===== src/rtl/code_decompressor_if.sv =====
// rtl/code_decompressor_if.sv - compressed-input, dictionary and expanded-output bundle
interface code_decompressor_if #(
  parameter int KEY_WIDTH = 4,
  parameter int VAL_WIDTH = 8,
  parameter int IN_WIDTH  = 32
);
  logic [IN_WIDTH-1:0]  in_data;
  logic                 in_valid;
  logic                 in_ready;
  logic                 stream_flush;
  logic                 dict_busy;
  logic [KEY_WIDTH-1:0] dict_key_out;
  logic [VAL_WIDTH-1:0] dict_val_in;
  logic [VAL_WIDTH-1:0] out_data;
  logic                 out_compressed;
  logic                 out_valid;
  logic                 out_ready;

  modport slave (
    input  in_data, in_valid, stream_flush, dict_busy, dict_val_in, out_ready,
    output in_ready, dict_key_out, out_data, out_compressed, out_valid
  );

  modport master (
    output in_data, in_valid, stream_flush, dict_busy, dict_val_in, out_ready,
    input  in_ready, dict_key_out, out_data, out_compressed, out_valid
  );
endinterface


===== src/rtl/code_decompressor.sv =====
// rtl/code_decompressor.sv - tagged bit-packed stream to fixed-width values via dictionary
module code_decompressor #(
  parameter int KEY_WIDTH = 4,
  parameter int VAL_WIDTH = 8,
  parameter int IN_WIDTH  = 32
) (
  input  logic               clk,
  input  logic               resetn,
  code_decompressor_if.slave bus
);
  localparam int BUF_W    = 2 * IN_WIDTH;
  localparam int CNT_W    = $clog2(BUF_W + 1);
  localparam int KEY_ITEM = 1 + KEY_WIDTH;
  localparam int LIT_ITEM = 1 + VAL_WIDTH;

  logic [BUF_W-1:0]     bits_q, bits_d;
  logic [CNT_W-1:0]     cnt_q, cnt_d;
  logic [VAL_WIDTH-1:0] out_data_q, out_data_d;
  logic                 out_comp_q, out_comp_d;
  logic                 out_valid_q, out_valid_d;

  logic                 tag;
  logic [CNT_W-1:0]     item_w;
  logic [CNT_W-1:0]     cons_w;
  logic [CNT_W-1:0]     base;
  logic                 item_rdy;
  logic                 consume;
  logic                 accept;
  logic [BUF_W-1:0]     appended;

  assign tag               = bits_q[0];
  assign item_w            = tag ? CNT_W'(KEY_ITEM) : CNT_W'(LIT_ITEM);
  assign item_rdy          = (cnt_q >= item_w) && !bus.dict_busy && !bus.stream_flush;
  assign consume           = item_rdy && (!out_valid_q || bus.out_ready);
  assign bus.in_ready      = (cnt_q <= CNT_W'(IN_WIDTH)) && !bus.stream_flush;
  assign accept            = bus.in_valid && bus.in_ready;
  assign cons_w            = consume ? item_w : '0;
  // New word lands just above whatever survives this cycle's consume.
  assign base              = cnt_q - cons_w;
  assign appended          = {{IN_WIDTH{1'b0}}, bus.in_data} << base;

  assign bus.dict_key_out   = bits_q[KEY_WIDTH:1];
  assign bus.out_data       = out_data_q;
  assign bus.out_compressed = out_comp_q;
  assign bus.out_valid      = out_valid_q;

  always_comb begin
    bits_d      = bits_q;
    cnt_d       = cnt_q;
    out_data_d  = out_data_q;
    out_comp_d  = out_comp_q;
    out_valid_d = out_valid_q;

    if (bus.stream_flush) begin
      bits_d = '0;
      cnt_d  = '0;
    end else begin
      bits_d = (bits_q >> cons_w) | (accept ? appended : '0);
      cnt_d  = cnt_q - cons_w + (accept ? CNT_W'(IN_WIDTH) : '0);
    end

    if (consume) begin
      out_data_d  = tag ? bus.dict_val_in : bits_q[VAL_WIDTH:1];
      out_comp_d  = tag;
      out_valid_d = 1'b1;
    end else if (out_valid_q && bus.out_ready) begin
      out_valid_d = 1'b0;
    end
  end

  always_ff @(posedge clk or negedge resetn) begin
    if (!resetn) begin
      bits_q      <= '0;
      cnt_q       <= '0;
      out_data_q  <= '0;
      out_comp_q  <= 1'b0;
      out_valid_q <= 1'b0;
    end else begin
      bits_q      <= bits_d;
      cnt_q       <= cnt_d;
      out_data_q  <= out_data_d;
      out_comp_q  <= out_comp_d;
      out_valid_q <= out_valid_d;
    end
  end
endmodule

===== src/flat_wrapper.sv =====
// flat-port wrapper written by rule: the top's interface ports become plain ports
module code_decompressor_flat 
#(
  parameter int KEY_WIDTH = 4,
  parameter int VAL_WIDTH = 8,
  parameter int IN_WIDTH  = 32
)
  (clk, resetn, bus_in_data, bus_in_valid, bus_stream_flush, bus_dict_busy, bus_dict_val_in, bus_out_ready, bus_in_ready, bus_dict_key_out, bus_out_data, bus_out_compressed, bus_out_valid);
  code_decompressor_if #(.KEY_WIDTH(KEY_WIDTH), .VAL_WIDTH(VAL_WIDTH), .IN_WIDTH(IN_WIDTH)) bus_i ();
  input  logic clk;
  input  logic resetn;
  input wire logic [$bits(bus_i.in_data)-1:0] bus_in_data;
  input wire logic [$bits(bus_i.in_valid)-1:0] bus_in_valid;
  input wire logic [$bits(bus_i.stream_flush)-1:0] bus_stream_flush;
  input wire logic [$bits(bus_i.dict_busy)-1:0] bus_dict_busy;
  input wire logic [$bits(bus_i.dict_val_in)-1:0] bus_dict_val_in;
  input wire logic [$bits(bus_i.out_ready)-1:0] bus_out_ready;
  output wire logic [$bits(bus_i.in_ready)-1:0] bus_in_ready;
  output wire logic [$bits(bus_i.dict_key_out)-1:0] bus_dict_key_out;
  output wire logic [$bits(bus_i.out_data)-1:0] bus_out_data;
  output wire logic [$bits(bus_i.out_compressed)-1:0] bus_out_compressed;
  output wire logic [$bits(bus_i.out_valid)-1:0] bus_out_valid;
  assign bus_i.in_data = bus_in_data;
  assign bus_i.in_valid = bus_in_valid;
  assign bus_i.stream_flush = bus_stream_flush;
  assign bus_i.dict_busy = bus_dict_busy;
  assign bus_i.dict_val_in = bus_dict_val_in;
  assign bus_i.out_ready = bus_out_ready;
  assign bus_in_ready = bus_i.in_ready;
  assign bus_dict_key_out = bus_i.dict_key_out;
  assign bus_out_data = bus_i.out_data;
  assign bus_out_compressed = bus_i.out_compressed;
  assign bus_out_valid = bus_i.out_valid;
  code_decompressor #(.KEY_WIDTH(KEY_WIDTH), .VAL_WIDTH(VAL_WIDTH), .IN_WIDTH(IN_WIDTH)) u_core (.clk(clk), .resetn(resetn), .bus(bus_i));
endmodule

===== config.mk =====
export PLATFORM = sky130hd
export DESIGN_NAME = code_decompressor_flat
export DESIGN_NICKNAME = d
export VERILOG_FILES = /design/src/rtl/code_decompressor_if.sv /design/src/rtl/code_decompressor.sv /design/src/flat_wrapper.sv
export SDC_FILE = /design/constraint.sdc
export NUM_CORES = 1
export LEC_CHECK = 0
export BUFFER_PORTS_ARGS = -buffer_cell sky130_fd_sc_hd__buf_2
export CAP_MARGIN = 5
export CORE_AREA = 2 2 125 127
export CTS_CLUSTER_DIAMETER = 30
export DETAILED_ROUTE_END_ITERATION = 10
export DIE_AREA = 0 0 127 129
export PLACE_DENSITY = 0.68
export SYNTH_ARGS = -nofsm -noshare
export SYNTH_HDL_FRONTEND = slang
export SYNTH_SLANG_ARGS = --single-unit

===== constraint.sdc =====
create_clock -name clk -period 5.8 [get_ports clk]
set_input_delay 1.16 -clock clk [delete_from_list [all_inputs] [get_ports clk]]
set_output_delay 1.16 -clock clk [all_outputs]
set_load 0.02 [all_outputs]

Word-level counts from Yosys, hierarchy flattened. Cells that the tools add are included.

Word-level logic and storage cells: 32. Output and inout bits: 15. Input port bits: 46. Register bits: 81.

$add $sub $neg: 2. Reduce and logical (&&, ||, !) cells: 11. Shifts and indexed selects: 2. Magnitude comparators: 2. Muxes and demuxes: 9. Bitwise logic cells: 1.

Operators by type and width (count): 2-to-1 mux 64 bit (2); bitwise OR 64 bit (1); left shift 32 x 7 -> 64 bit (1); right shift 64 x 7 -> 64 bit (1); 2-to-1 mux 7 bit (2); 2-to-1 mux 8 bit (1); adder 7 bit (1); >= comparator 7 bit (1); less-or-equal comparator 7 x 6 -> 1 bit (second input constant) (1); subtractor 7 bit (1); logical AND 1 bit (6); 2-to-1 mux 6 bit (1); 2-to-1 mux 4 bit (1); logical NOT 1 bit (3); 2-to-1 mux 1 bit (2); nonzero test 2 bit (1); logical OR 1 bit (1).

Logic depth before layout (Yosys ltp). Gate-level depths: netlist of the first run.

Word-level depth: 11. Depth in mapped cells: 22. Mapped depth without buffers: 16.

Worst setup path after synthesis of the first run. Ideal clock, no wire load.

Path type: in2reg. From: in bus_stream_flush. To: reg u_core.bits_q[50]. Slack: 0.968 ns. Arrival time: 4.694 ns. Library setup time: 0.138 ns. Data required time: 5.662 ns. Buffers on the path: 6. Cell stages on the path: 18. Cells stage by stage: clkbuf_1 > or2_2 > a31oi_1 > nand2b_1 > buf_2 > inv_2 > clkbuf_1 > buf_1 > ha_1 > ha_1 > inv_2 > buf_4 > buf_1 > nor3_1 > a221oi_1 > a21oi_1 > a221oi_1 > o22ai_1.

Cells in the longest elaborated chain, start to end: 9. Elaborated cells on any way between the ends: 12. Classes of those cells: add/sub (1); shift (2); mux (3); bitwise (1); reduce/logical (5).

Ends and longest elaborated chain: start: declaration (RTL line flat_wrapper.sv:14) `input wire logic [$bits(bus_i.stream_flush)-1:0] bus_stream_flush;`; logical NOT 1 bit * (RTL line code_decompressor.sv:33) `assign item_rdy = (cnt_q >= item_w) && !bus.dict_busy && !bus.stream_flush;`; logical AND 1 bit * (RTL line code_decompressor.sv:33); logical AND 1 bit * (RTL line code_decompressor.sv:34) `assign consume = item_rdy && (!out_valid_q || bus.out_ready);`; via u_core.consume (RTL line code_decompressor.sv:27) `logic consume;`; 2-to-1 mux 7 bit * (RTL line code_decompressor.sv:37) `assign cons_w = consume ? item_w : '0;`; subtractor 7 bit (RTL line code_decompressor.sv:39) `assign base = cnt_q - cons_w;`; left shift 32 x 7 -> 64 bit (RTL line code_decompressor.sv:40) `assign appended = {{IN_WIDTH{1'b0}}, bus.in_data} << base;`; 2-to-1 mux 64 bit (RTL line code_decompressor.sv:58) `bits_d = (bits_q >> cons_w) | (accept ? appended : '0);`; bitwise OR 64 bit * (RTL line code_decompressor.sv:58); 2-to-1 mux 64 bit * (RTL line code_decompressor.sv:54) `if (bus.stream_flush) begin`; via u_core.bits_d[50] (RTL line code_decompressor.sv:16) `logic [BUF_W-1:0] bits_q, bits_d;`; end signal: assignment (RTL line code_decompressor.sv:79) `bits_q <= bits_d;`; end: declaration (RTL line code_decompressor.sv:16).

Mark *: on every way through the listed nets, which the timed path passes. The rest lies on a longest branch. A chain may end at the register's enable or synchronous reset.

Worst setup path after layout of the first run.
From: in bus_dict_busy. To: reg u_core.bits_q[47].

Cells in the longest elaborated chain, start to end: 10. Elaborated cells on any way between the ends: 11. Classes of those cells: add/sub (1); shift (2); mux (3); bitwise (1); reduce/logical (4).

Ends and longest elaborated chain: start: declaration (RTL line flat_wrapper.sv:15) `input wire logic [$bits(bus_i.dict_busy)-1:0] bus_dict_busy;`; logical NOT 1 bit * (RTL line code_decompressor.sv:33); logical AND 1 bit * (2 in a row) (RTL line code_decompressor.sv:33); logical AND 1 bit * (RTL line code_decompressor.sv:34); 2-to-1 mux 7 bit * (RTL line code_decompressor.sv:37); subtractor 7 bit (RTL line code_decompressor.sv:39); left shift 32 x 7 -> 64 bit (RTL line code_decompressor.sv:40); 2-to-1 mux 64 bit (RTL line code_decompressor.sv:58); bitwise OR 64 bit * (RTL line code_decompressor.sv:58); 2-to-1 mux 64 bit * (RTL line code_decompressor.sv:54); via u_core.bits_d[47] (RTL line code_decompressor.sv:16).

Marks and branches as above.

==> results of run 1 <==
==> where the power goes <==
part	total, uW	switching, uW	internal [uW]
registers	930	177	753
logic	3370	2190	1180
clock network	565	250	316
total	4860	2610	2250
==> stage by stage <==
stage,utilization [%],power (uW)
after global placement,47.08,4167
final,48.97,4862
after floorplan,-,3184
after detailed placement,47.08,4171
after global routing,48.97,5068
after CTS,48.97,4747
==> synthesized netlist by cell type, types with 4 or more instances <==
master	instances	share of area (%)
sky130_fd_sc_hd__mux2i_1	139	21
sky130_fd_sc_hd__dfrtp_1	81	30
sky130_fd_sc_hd__nor2_1	80	4.5
sky130_fd_sc_hd__nand2_1	52	2.9
sky130_fd_sc_hd__o21ai_0	42	3.2
sky130_fd_sc_hd__mux2_2	35	5.9
sky130_fd_sc_hd__a21oi_1	29	2.2
sky130_fd_sc_hd__clkbuf_1	29	1.6
sky130_fd_sc_hd__o22ai_1	26	2.4
sky130_fd_sc_hd__a221oi_1	20	2.6
sky130_fd_sc_hd__nand3_1	20	1.5
sky130_fd_sc_hd__buf_2	16	1.2
sky130_fd_sc_hd__a211oi_1	12	1.4
sky130_fd_sc_hd__o211ai_1	11	1.2
sky130_fd_sc_hd__a31oi_1	10	0.94
sky130_fd_sc_hd__buf_1	10	0.56
sky130_fd_sc_hd__inv_1	10	0.56
sky130_fd_sc_hd__buf_4	9	1.0
sky130_fd_sc_hd__nor3_1	9	0.68
sky130_fd_sc_hd__a211o_1	8	1.1
sky130_fd_sc_hd__ha_1	7	1.3
sky130_fd_sc_hd__mux4_2	7	2.4
sky130_fd_sc_hd__nand2b_1	4	0.38
sky130_fd_sc_hd__o21a_1	4	0.45
sky130_fd_sc_hd__or2_2	4	0.38
sky130_fd_sc_hd__or4_1	4	0.45
sky130_fd_sc_hd__xnor2_1	4	0.53
==> sequential cells by signal, indices dropped and copies added (netlist names) <==
signal / cells
u_core.bus.out_compressed: 1
u_core.bus.out_valid: 1
u_core.bits_q: 64
u_core.cnt_q: 7
u_core.bus.out_data: 8
==> worst reg2reg max path, delay by kind of cell (launching register included) <==
family	cells	cell delay (ps)
adders and majority gates	2	770
AOI/OAI and AO/OA	3	510
muxes	2	1060
xor gates and xnor gates	1	660
and+or+nand+nor	3	300
DFF	1	540
buffers and inverters	3	510
==> final cells by class <==
type	instances	share of cell area (%)
timing repair buffer	75	5.664
sequential	81	27.69
clock inverter	3	0.3241
inverter	13	0.6653
tap	188	3.207
multi-input combinational	579	58.90
clock buffer	13	3.548
==> logic make-up (layout without fill, tap and decap cells) <==
group | Yosys count | count (layout)
mux | 181 | 181
compound gates | 193 | 193
fa+ha+maj | 7 | 7
buf+inv | 78 | 104
flops | 81 | 81
xor+xnor | 9 | 9
simple gates | 189 | 189
==> final timing paths <==
kind                                            from                         to  slack [ps]  cells past startpoint
max reg2reg                         u_core.bits_q[0]          u_core.bits_q[47]        1360                     14
max                                    bus_dict_busy          u_core.bits_q[47]        1240                     13
min                        u_core.bus.out_compressed  u_core.bus.out_compressed         470                      2
min in group asynchronous                     resetn            u_core.cnt_q[4]        1000                      1
min reg2reg                u_core.bus.out_compressed  u_core.bus.out_compressed         470                      2
max in group asynchronous                     resetn           u_core.bits_q[0]        4020                      1
==> layer usage <==
metal	share of wire (%)	vias up
met5	0	-
met4	3.5	0
met3	8.5	60
met2	46	317
met1	42	2912
li1	-	2795
==> parameters.txt, run 1 <==
Parameter                              Value

Setup path
  Maximum single-stage delay on the critical path    690 ps
  Startpoint-to-endpoint class of the critical path    primary input to register
  Top Family by Delay on Critical Path    multiplexers
  Startpoint kind of the worst setup timing path    primary input
  Kind of end point of the critical path    register
  Critical Path AT    4820 ps
  Buffers and inverters on the worst path    3
  CP max FO    13
  Required @ worst endpoint    approximately 6000 ps
  Master of the slowest instance on the critical path    sky130_fd_sc_hd__mux2i_1
  Worst-path cell chain    buf_2 -> or2_2 -> a31oi_1 -> nand2b_1 -> inv_2 -> nand2_1 -> ha_1 -> xnor2_2 -> buf_4 -> mux2_2 -> mux2i_1 -> nand2_1 -> a31oi_1

Yosys
  Adder-cell share of the synthesized area    1.314%
  Combinational family with the most area after synthesis    multiplexers
  Sequential area share after synthesis    a little under a third
  Multiplexer share of the synthesized area    between 20 and 30%
  Ys Warns    0
  Synthesized-area fraction occupied by ao, oa, aoi and oai cells    around a fifth
  Number of nets in the synthesized netlist    791
  Number of enable flip-flop cells after synthesis    0
  Syn_area_per_cell    9.031 um2
  FFs w/ async S/R, synth    100.0%
  Post-synthesis sequential element count    81
  Post-synthesis share of cell area spent on and, or, nand and nor gates    12.61%
  Post-synthesis instance area    6665 um2
  Gate count of the mapped netlist    roughly 740
  Xor/xnor share of the synthesized area    under 10%
  Leading register cell type out of synthesis    sky130_fd_sc_hd__dfrtp_1
  Count of different cell masters after synthesis    60

Timing
  Worst hold margin    approximately 470 ps
  Setup repair after global routing missed its margin    no
  Highest clock frequency the design can meet    around 0.22 GHz
  Number of pins exceeding their max-slew limit in the final report    0
  Share of the cycle needed by the critical path after routing    78.56%
  Crit path setup slack, layout    1243 ps
  Minimum period implied by the final worst setup slack    4557 ps
  Relative slew slack    28.37%
  Transition time of the tightest slew-check pin    1074 ps
  # setup viols final    0
  Clock skew after layout    10.89 ps
  Number of hold violations in the final report    0
  Setup total negative slack    0 ps

Detailed routing
  Routed len/inst    22.21 um
  Total iterations of the first detailed-routing run    5
  Routed via count    6084
  DRC    0
  Routed Antenna Nets    0
  Initial DRC Count    776
  Via density per instance    between 6 and 7
  Total Wirelength    21.14 mm

Layout
  Commonest cells after routing, fill and taps aside    sky130_fd_sc_hd__mux2i_1, sky130_fd_sc_hd__dfrtp_1, sky130_fd_sc_hd__nor2_1, sky130_fd_sc_hd__buf_2, sky130_fd_sc_hd__nand2_1
  Number of nets in the layout    between 800 and 900
  Number of fill cells    roughly 1500
  Register Area    2031 um2
  Most frequent standard cell in the layout excluding fill and tap cells    sky130_fd_sc_hd__mux2i_1
  Share of final-layout standard cells stronger than drive strength 1    between 20% and 30%
  Area of combinational cells with multiple inputs    4320 um2
  Area grow syn2layout    10.04%
  Post-route insts no fill    952
  ANT cells    0
  Fin area    7335 um2

Global route
  Largest net degree at the start of global routing    96
  GRT met2 Usage    about two fifths
  Met3 usage    4.906%
  GR Util All Layers    between 20% and 30%
  Remaining global-route overflow    0
  Antenna violations before repair    0
  Met1 track demand over resource    34.97%
  Number of global-route vias before repair    around 5600
  Gr busiest metal    met2
  First-pass GRT wire length    32.73 mm

Clock tree
  Clock insertion delay at the later pin of the skew report    around 360 ps
  CTS tree    built
  Number of buffers added for setup after CTS    0
  Hold bufs inserted after CTS    0
  CTS clk-pin slew, worst paths    60 ps
  TritonCTS Sinks    81
  Resized Gates After CTS    0
  Maximum buffer depth of the clock tree    2
  TritonCTS buffer count    9
  Level count of the clock H-tree    3
  Buffer cell driving the clock tree root    sky130_fd_sc_hd__clkbuf_16

Pwr
  Power Dens Cells    662.9 nW/um2
  Peak supply drop    0.3471 mV
  Standby leakage power    just over 0.003 uW

Run status
  Status    complete, no violations

Floorplanning
  Core area    14980 um2
  IO Count    61
  Die width    127 um
  Placement Rows    45
  Chip Height    129 um
  Initial standard-cell utilization of the core    approximately 45%
  Die area    about 16000 um2

Job
  Max capacitance violation total    0

Place
  DP Area    between 7000 and 8000 um2
  Placed wire-length estimate    15.04 mm
  Worst-case setup slack after placement    1014 ps
  Placed Cells    936
  Count of buffers from port buffering    60
  Final GP Congestion    approximately 0.94

Worst hold path
  Worst hold path type    register to register
(Power assumes the default switching activity.)
==> run 2, diff against run 1 <==
PLACE_DENSITY = 0.7   (was 0.68)
clock period = 3.85 ns   (was 5.8 ns; I/O delays follow)
==> run 2 against run 1 <==
First-iteration DRC count shrank 21%. Combinational power rose by 80%. Global-route usage is 1.1 points higher. Wire length is 4.2% higher. Setup slack got worse by 1100 ps. Via count is 4.9% higher. Total power up 70%. Critical path depth grew 3. Clock power is 49% higher.
==> parameters.txt, run 2 (synthesis results as in run 1) <==
Parameter                              Value

Floorplanning
  Chip Height    129 um (unchanged)
  Core area    14980 um2 (unchanged)
  Die area    16380 um2 (unchanged)
  IO Count    61 (unchanged)
  Initial standard-cell utilization of the core    44.50% (unchanged)
  Placement Rows    45 (unchanged)
  Die width    127 um (unchanged)

Setup path
  CP dominant cell by count    sky130_fd_sc_hd__mux2i_1
  Startpoint-to-endpoint class of the critical path    register to register
  Critical Path AT    3960 ps (-860 ps)
  Worst-path cell chain    inv_1 -> ha_1 -> o211ai_1 -> a31oi_1 -> nand2b_2 -> inv_6 -> ha_1 -> ha_4 -> buf_4 -> xnor2_2 -> buf_4 -> mux2i_1 -> mux2i_1 -> mux2i_1 -> mux2i_1 -> o21ai_0
  Required @ worst endpoint    4110 ps (-1950 ps)
  Top Family by Delay on Critical Path    multiplexers
  Maximum single-stage delay on the critical path    510 ps (-180 ps)
  Buffers and inverters on the worst path    4 (+1)
  Master of the slowest instance on the critical path    sky130_fd_sc_hd__dfrtp_4
  Kind of end point of the critical path    register
  FF-to-FF path depth    16 (+2)
  Reg-to-reg critical path startpoint    u_core.bits_q[0]
  CP max FO    7 (-6)
  Slack of the worst reg-to-reg path    150 ps (-1210 ps)
  Destination of the worst register-to-register timing path    u_core.bits_q[32]
  Critical path depth in cells    16 (+3)
  Startpoint kind of the worst setup timing path    register

Clock tree
  Maximum buffer depth of the clock tree    2 (unchanged)
  Clock insertion delay at the later pin of the skew report    350 ps (about the same)
  CTS clk-pin slew, worst paths    70 ps (about the same)
  TritonCTS buffer count    9 (unchanged)
  TritonCTS Sinks    81 (unchanged)
  CTS tree    built
  Hold bufs inserted after CTS    0 (unchanged)
  Level count of the clock H-tree    3 (unchanged)
  Buffer cell driving the clock tree root    sky130_fd_sc_hd__clkbuf_16

Place
  Count of buffers from port buffering    60 (unchanged)
  Final GP Congestion    0.9628 (+2.5%)
  Placed wire-length estimate    16.15 mm (+7.4%)
  DP Area    7646 um2 (+8.4%)

Detailed routing
  Routed via count    6382 (+4.9%)
  Routed Antenna Nets    0 (unchanged)
  Total Wirelength    22.03 mm (+4.2%)
  DRC    0 (unchanged)
  Total iterations of the first detailed-routing run    5 (unchanged)
  Via density per instance    6.331 (-0.93%)
  Routed len/inst    21.85 um (-1.6%)
  Initial DRC Count    612 (-21%)

Layout
  Fin area    7950 um2 (+8.4%)
  Number of flip-flops under the largest register name    64 (unchanged)
  Number of nets in the layout    869 (+7.0%)
  ANT cells    0 (unchanged)
  Area grow syn2layout    19.28%
  Commonest cells after routing, fill and taps aside    sky130_fd_sc_hd__mux2i_1, sky130_fd_sc_hd__dfrtp_1, sky130_fd_sc_hd__nor2_1, sky130_fd_sc_hd__buf_4, sky130_fd_sc_hd__buf_2
  Most frequent standard cell in the layout excluding fill and tap cells    sky130_fd_sc_hd__mux2i_1
  Share of final-layout standard cells stronger than drive strength 1    26.95% (+6.8 points)
  Largest register by flop count    u_core.bits_q

Pwr
  Part of the power in the clock network    10.1% (-1.5 points)
  Design internal power    4145 uW (+84%)
  Post-layout total power    8287 uW (+70%)
  Switching share of power    49.98% (-3.8 points)
  Gate power share    73.0% (+3.7 points)
  Switching power total    4142 uW (+58%)
  Standby leakage power    0.003393 uW (+11%)
  Peak supply drop    0.5760 mV (+66%)
  Part of the power in registers    16.8% (-2.3 points)
  Power Dens Cells    1042 nW/um2 (+57%)

Timing
  Share of the cycle needed by the critical path after routing    96.13%
  Transition time of the tightest slew-check pin    1137 ps (+62.90 ps)
  Clock skew after layout    9.965 ps (-0.9226 ps)
  Setup repair after global routing missed its margin    no
  Minimum period implied by the final worst setup slack    approximately 3700 ps
  # setup viols final    0 (unchanged)
  Highest clock frequency the design can meet    between 0.2 and 0.3 GHz
  Worst hold margin    476.3 ps (+2.444 ps)
  Number of pins exceeding their max-slew limit in the final report    0 (unchanged)
  Number of hold violations in the final report    0 (unchanged)
  Relative slew slack    24.18% (-4.2 points)
  Setup total negative slack    0 ps (unchanged)

Worst hold path
  Worst hold path type    register to register
  Worst hold path startpoint    u_core.bus.out_compressed
  Worst hold path stage count    2 (unchanged)
  Terminating pin of the worst hold path    u_core.bus.out_compressed

Global route
  Antenna violations before repair    0 (unchanged)
  Number of global-route vias before repair    6090 (+8.8%)
  First-pass GRT wire length    34.20 mm (+4.5%)
  Remaining global-route overflow    0 (unchanged)
  Largest net degree at the start of global routing    96 (unchanged)
  GR Util All Layers    27.07% (+1.1 points)

Job
  Max capacitance violation total    0 (unchanged)

Run status
  Status    complete, no violations
## run 2: timing repair
action,CTS,global route
gates resized for setup,0,5
endpoints found under the setup margin,0,8
buffers inserted,0,1
## run 2: area by class of cell
class | count | area, um2
Clock inverter | 5 | 41.29
Inverter | 13 | 53.80
Tap cell | 188 | 235.2
Timing Repair Buffer | 132 | 972.2
Clock buffer | 10 | 239.0
Fill cell | 1364 | 7027
Sequential cell | 81 | 2031
Multi-Input combinational cell | 579 | 4378
## run 2: stage by stage
step | cells | utilization (%) | worst slack (ps)
after global placement | 992 | 51.05 | 89.24
after global routing | 1008 | 53.08 | 0.9064
after floorplan | 738 | - | 3.568
after CTS | 1007 | 52.92 | 210.4
after detailed placement | 992 | 51.05 | 18.49
final | 1008 | 53.08 | 149.0
## run 2: tightest hold or removal path: cells and delay by family, from the launching register on
| family | cells | cell delay, ps |
|---|---|---|
| flip-flops | 1 | 340 |
| AND/OR/NAND/NOR | 2 | 100 |
## run 2: worst max path at each step
stage / from / to / slack (ps)
3_3_place_gp: bus_dict_busy / u_core.bits_q[51] / 90
3_5_place_dp: bus_stream_flush / u_core.bits_q[51] / 20
4_1_cts: u_core.bits_q[0] / u_core.bits_q[52] / 210
6_report: u_core.bits_q[0] / u_core.bits_q[32] / 150
5_1_grt: u_core.bits_q[0] / u_core.bits_q[59] / 0.9
2_1_floorplan: bus_stream_flush / u_core.bits_q[13] / 4
## run 2: routing by layer
layer | part of all wire, % | vias up | global-route usage, %
met5 | 0 | - | 0
met4 | 3.0 | 0 | 8.080
met3 | 7.4 | 56 | 4.657
met2 | 47 | 295 | 45.13
met1 | 43 | 3121 | 36.30
li1 | - | 2910 | -
## run 2: power groups by stage
stage               clock (uW)  combinational (uW)  sequential (uW)
finish                     840                6050             1390
global route               886                6380             1420
CTS                        852                5880             1390
detailed placement           0                5850             1400
global placement             0                5840             1390
floorplan                    0                3530             1360
==> run 3, diff against run 2 <==
ABC_AREA = 1   (was not set)
CORE_AREA = 2 2 116 118   (was 2 2 125 127)
DIE_AREA = 0 0 118 120   (was 0 0 127 129)
PLACE_DENSITY = 0.82   (was 0.7)
==> run 3 against run 2 <==
First-iteration DRC count up 43%. Clock power is 8.3% higher. Via count is 25% higher. Critical path depth unchanged. Total power is 3.8% lower. Setup slack gained 200 ps. Sequential cell count is the same. Highest routed layer unchanged.
==> parameters.txt, run 3 <==
Parameter                              Value

Detailed routing
  Routed via count    7995 (+25%)
  Total iterations of the first detailed-routing run    5 (unchanged)
  Via density per instance    5.905 (-6.7%)
  Routed len/inst    17.64 um (-19%)
  Routed Antenna Nets    0 (unchanged)
  Initial DRC Count    877 (+43%)
  DRC    0 (unchanged)
  Total Wirelength    23.88 mm (+8.4%)

Floorplanning
  Initial standard-cell utilization of the core    54.08% (+9.6 points)
  Chip Height    120 um (-7.0%)
  Placement Rows    42 (-6.7%)
  Die width    118 um (-7.1%)
  Die area    14160 um2 (-14%)
  Core area    12980 um2 (-13%)
  IO Count    61 (unchanged)

Timing
  Worst hold margin    467.1 ps (-9.193 ps)
  Minimum period implied by the final worst setup slack    3502 ps (-198.9 ps)
  Clock skew after layout    5.930 ps (-4.034 ps)
  Setup total negative slack    0 ps (unchanged)
  Setup repair after global routing missed its margin    no
  # setup viols final    0 (unchanged)
  Number of hold violations in the final report    0 (unchanged)
  Highest clock frequency the design can meet    0.2855 GHz (+5.7%)
  Share of the cycle needed by the critical path after routing    90.96% (-5.2 points)
  Transition time of the tightest slew-check pin    1037 ps (-100.4 ps)
  Number of pins exceeding their max-slew limit in the final report    0 (unchanged)
  Relative slew slack    30.87% (+6.7 points)

Worst hold path
  Worst hold path startpoint    u_core.bus.out_compressed
  Worst hold path type    register to register
  Worst hold path stage count    2 (unchanged)
  Terminating pin of the worst hold path    u_core.bus.out_compressed

Yosys
  Ys Warns    0 (unchanged)
  Number of nets in the synthesized netlist    1213 (+53%)
  FFs w/ async S/R, synth    100.0% (unchanged)
  Syn_area_per_cell    6.051 um2 (-33%)
  Multiplexer share of the synthesized area    0% (-29 points)
  Post-synthesis sequential element count    81 (unchanged)
  Combinational family with the most area after synthesis    simple AND/OR/NAND/NOR gates
  Count of different cell masters after synthesis    34 (-43%)
  Library cell with the highest instance count after synthesis    sky130_fd_sc_hd__nand2_1
  Adder-cell share of the synthesized area    1.248% (-0.066 points)
  Leading register cell type out of synthesis    sky130_fd_sc_hd__dfrtp_1
  Commonest cells post-synth    sky130_fd_sc_hd__nand2_1, sky130_fd_sc_hd__nand3_1, sky130_fd_sc_hd__nor2_1, sky130_fd_sc_hd__a21oi_1, sky130_fd_sc_hd__dfrtp_1
  Synthesized-area fraction occupied by ao, oa, aoi and oai cells    11.76% (-8.0 points)
  Sequential area share after synthesis    28.88% (-1.5 points)
  Area share of the largest cell type after synthesis    28.88% (-1.5 points)
  Number of enable flip-flop cells after synthesis    0 (unchanged)
  Post-synthesis share of cell area spent on and, or, nand and nor gates    47.58% (+35 points)
  Xor/xnor share of the synthesized area    0% (-1.4 points)
  Cell types occupying the most area after synthesis    sky130_fd_sc_hd__dfrtp_1, sky130_fd_sc_hd__nand3_1, sky130_fd_sc_hd__nand2_1, sky130_fd_sc_hd__a21oi_1, sky130_fd_sc_hd__nor2_1
  Post-synthesis instance area    7019 um2 (+5.3%)
  Cell type with the highest aggregate area in the netlist    sky130_fd_sc_hd__dfrtp_1
  Gate count of the mapped netlist    1160 (+57%)

Setup path
  Reg-to-reg critical path startpoint    u_core.bits_q[0]
  Startpoint kind of the worst setup timing path    register
  Slack of the worst reg-to-reg path    350 ps (+200 ps)
  Required @ worst endpoint    4030 ps (-80 ps)
  Kind of end point of the critical path    register
  FF-to-FF path depth    16 (unchanged)
  Startpoint-to-endpoint class of the critical path    register to register
  Startpoint of the most critical setup path    u_core.bits_q[0]
  CP max FO    43 (+36)
  Destination of the worst register-to-register timing path    u_core.bits_q[48]
  Critical Path AT    3680 ps (-280 ps)

Layout
  Commonest cells after routing, fill and taps aside    sky130_fd_sc_hd__nand2_1, sky130_fd_sc_hd__nand3_1, sky130_fd_sc_hd__nor2_1, sky130_fd_sc_hd__a21oi_1, sky130_fd_sc_hd__dfrtp_1
  Share of final-layout standard cells stronger than drive strength 1    10.36% (-17 points)
  Number of flip-flops under the largest register name    64 (unchanged)
  Number of fill cells    1308 (-4.1%)
  Most frequent standard cell in the layout excluding fill and tap cells    sky130_fd_sc_hd__nand2_1
  Number of nets in the layout    1227 (+41%)
  Post-route insts no fill    1354 (+34%)
  Largest register by flop count    u_core.bits_q
  ANT cells    0 (unchanged)
  Area grow syn2layout    8.592%

Global route
  Number of global-route vias before repair    7372 (+21%)
  Remaining global-route overflow    0 (unchanged)
  Largest net degree at the start of global routing    82 (-15%)
  GR Util All Layers    34.64% (+7.6 points)
  Antenna violations before repair    0 (unchanged)
  First-pass GRT wire length    38.52 mm (+13%)

Pwr
  Peak supply drop    0.5117 mV (-11%)
  Post-layout total power    7971 uW (-3.8%)
  Standby leakage power    0.003698 uW (+9.0%)
  Power Dens Cells    1046 nW/um2 (+0.32%)

Place
  Final GP Congestion    1.049 (+9.0%)
  Count of buffers from port buffering    60 (unchanged)
  Placed wire-length estimate    17.83 mm (+10%)
  Placed Cells    1339 (+35%)

Clock tree
  Maximum buffer depth of the clock tree    2 (unchanged)
  TritonCTS buffer count    9 (unchanged)
  CTS tree    built
  Buffer cell driving the clock tree root    sky130_fd_sc_hd__clkbuf_16
  Level count of the clock H-tree    3 (unchanged)
  CTS clk-pin slew, worst paths    60 ps (about the same)
  Number of buffers added for setup after CTS    0 (unchanged)
  TritonCTS Sinks    81 (unchanged)
  Hold bufs inserted after CTS    0 (unchanged)
  Clock insertion delay at the later pin of the skew report    340 ps (about the same)
  Resized Gates After CTS    0 (unchanged)

Job
  Max capacitance violation total    0 (unchanged)

Run status
  Status    complete, no violations
[run 3: through the flow]
step / setup slack (ps) / instance area, um2 / util, %
after floorplan: 649.3 / 7019 / -
final: 347.9 / 7622 / 58.72
after global placement: 453.5 / 7313 / 56.34
after CTS: 427.4 / 7622 / 58.72
after detailed placement: 440.9 / 7313 / 56.34
after global routing: 103.1 / 7622 / 58.72
[run 3: critical path, stage by stage, from the launching register on]
cell,delay [ps]
sky130_fd_sc_hd__dfrtp_1,420
sky130_fd_sc_hd__clkinv_1,110
sky130_fd_sc_hd__ha_1,280
sky130_fd_sc_hd__nand2_1,50
sky130_fd_sc_hd__nor2_1,130
sky130_fd_sc_hd__nor2_2,70
sky130_fd_sc_hd__nor2_4,90
sky130_fd_sc_hd__buf_4,210
sky130_fd_sc_hd__nand3_2,90
sky130_fd_sc_hd__ha_1,360
sky130_fd_sc_hd__a21oi_2,240
sky130_fd_sc_hd__nand3_1,120
sky130_fd_sc_hd__nand2_2,100
sky130_fd_sc_hd__buf_4,400
sky130_fd_sc_hd__nand3_1,310
sky130_fd_sc_hd__nand3_1,240
sky130_fd_sc_hd__a21oi_1,90
[run 3: routing by layer]
metal  vias to the layer above  global-route usage (%)  part of all wire (%)
li1                       3872                       -                     -
met1                      3655                   46.75                    42
met2                       406                   55.92                    46
met3                        62                   4.373                   8.2
met4                         0                   15.44                   4.1
met5                         -                       0                     0
[run 3: report_power, final]
group	internal [uW]	total (uW)	switching, uW
Clock	562	910	348
Combinational	1620	5710	4090
Sequential	1130	1350	215
Total	3320	7970	4650
[run 3: worst max-delay path by stage]
stage / end / cells after the start
finish: u_core.bits_q[48] / 16
global placement: u_core.bits_q[52] / 19
global route: u_core.bits_q[52] / 21
CTS: u_core.bits_q[9] / 18
floorplan: u_core.bits_q[49] / 23
detailed placement: u_core.bits_q[9] / 16
[run 3: cells by family (layout without fill, tap and decap cells)]
group                    Yosys count  after routing
flip-flops                        81             81
AO/OA/AOI/OAI                    151            151
adder cells (fa/ha/maj)            7              7
buffers and inverters            161            179
AND/OR/NAND/NOR                  760            760
[run 3: area by class of cell]
| type | count | area [um2] | share of cell area (%) |
|---|---|---|---|
| clock buffer | 9 | 225.2 | 2.955 |
| clock inverter | 6 | 83.83 | 1.100 |
| inverter | 83 | 312.8 | 4.104 |
| multi-input combinational | 918 | 4255 | 55.83 |
| sequential | 81 | 2027 | 26.59 |
| tap | 176 | 220.2 | 2.889 |
| timing repair buffer | 81 | 498.0 | 6.533 |
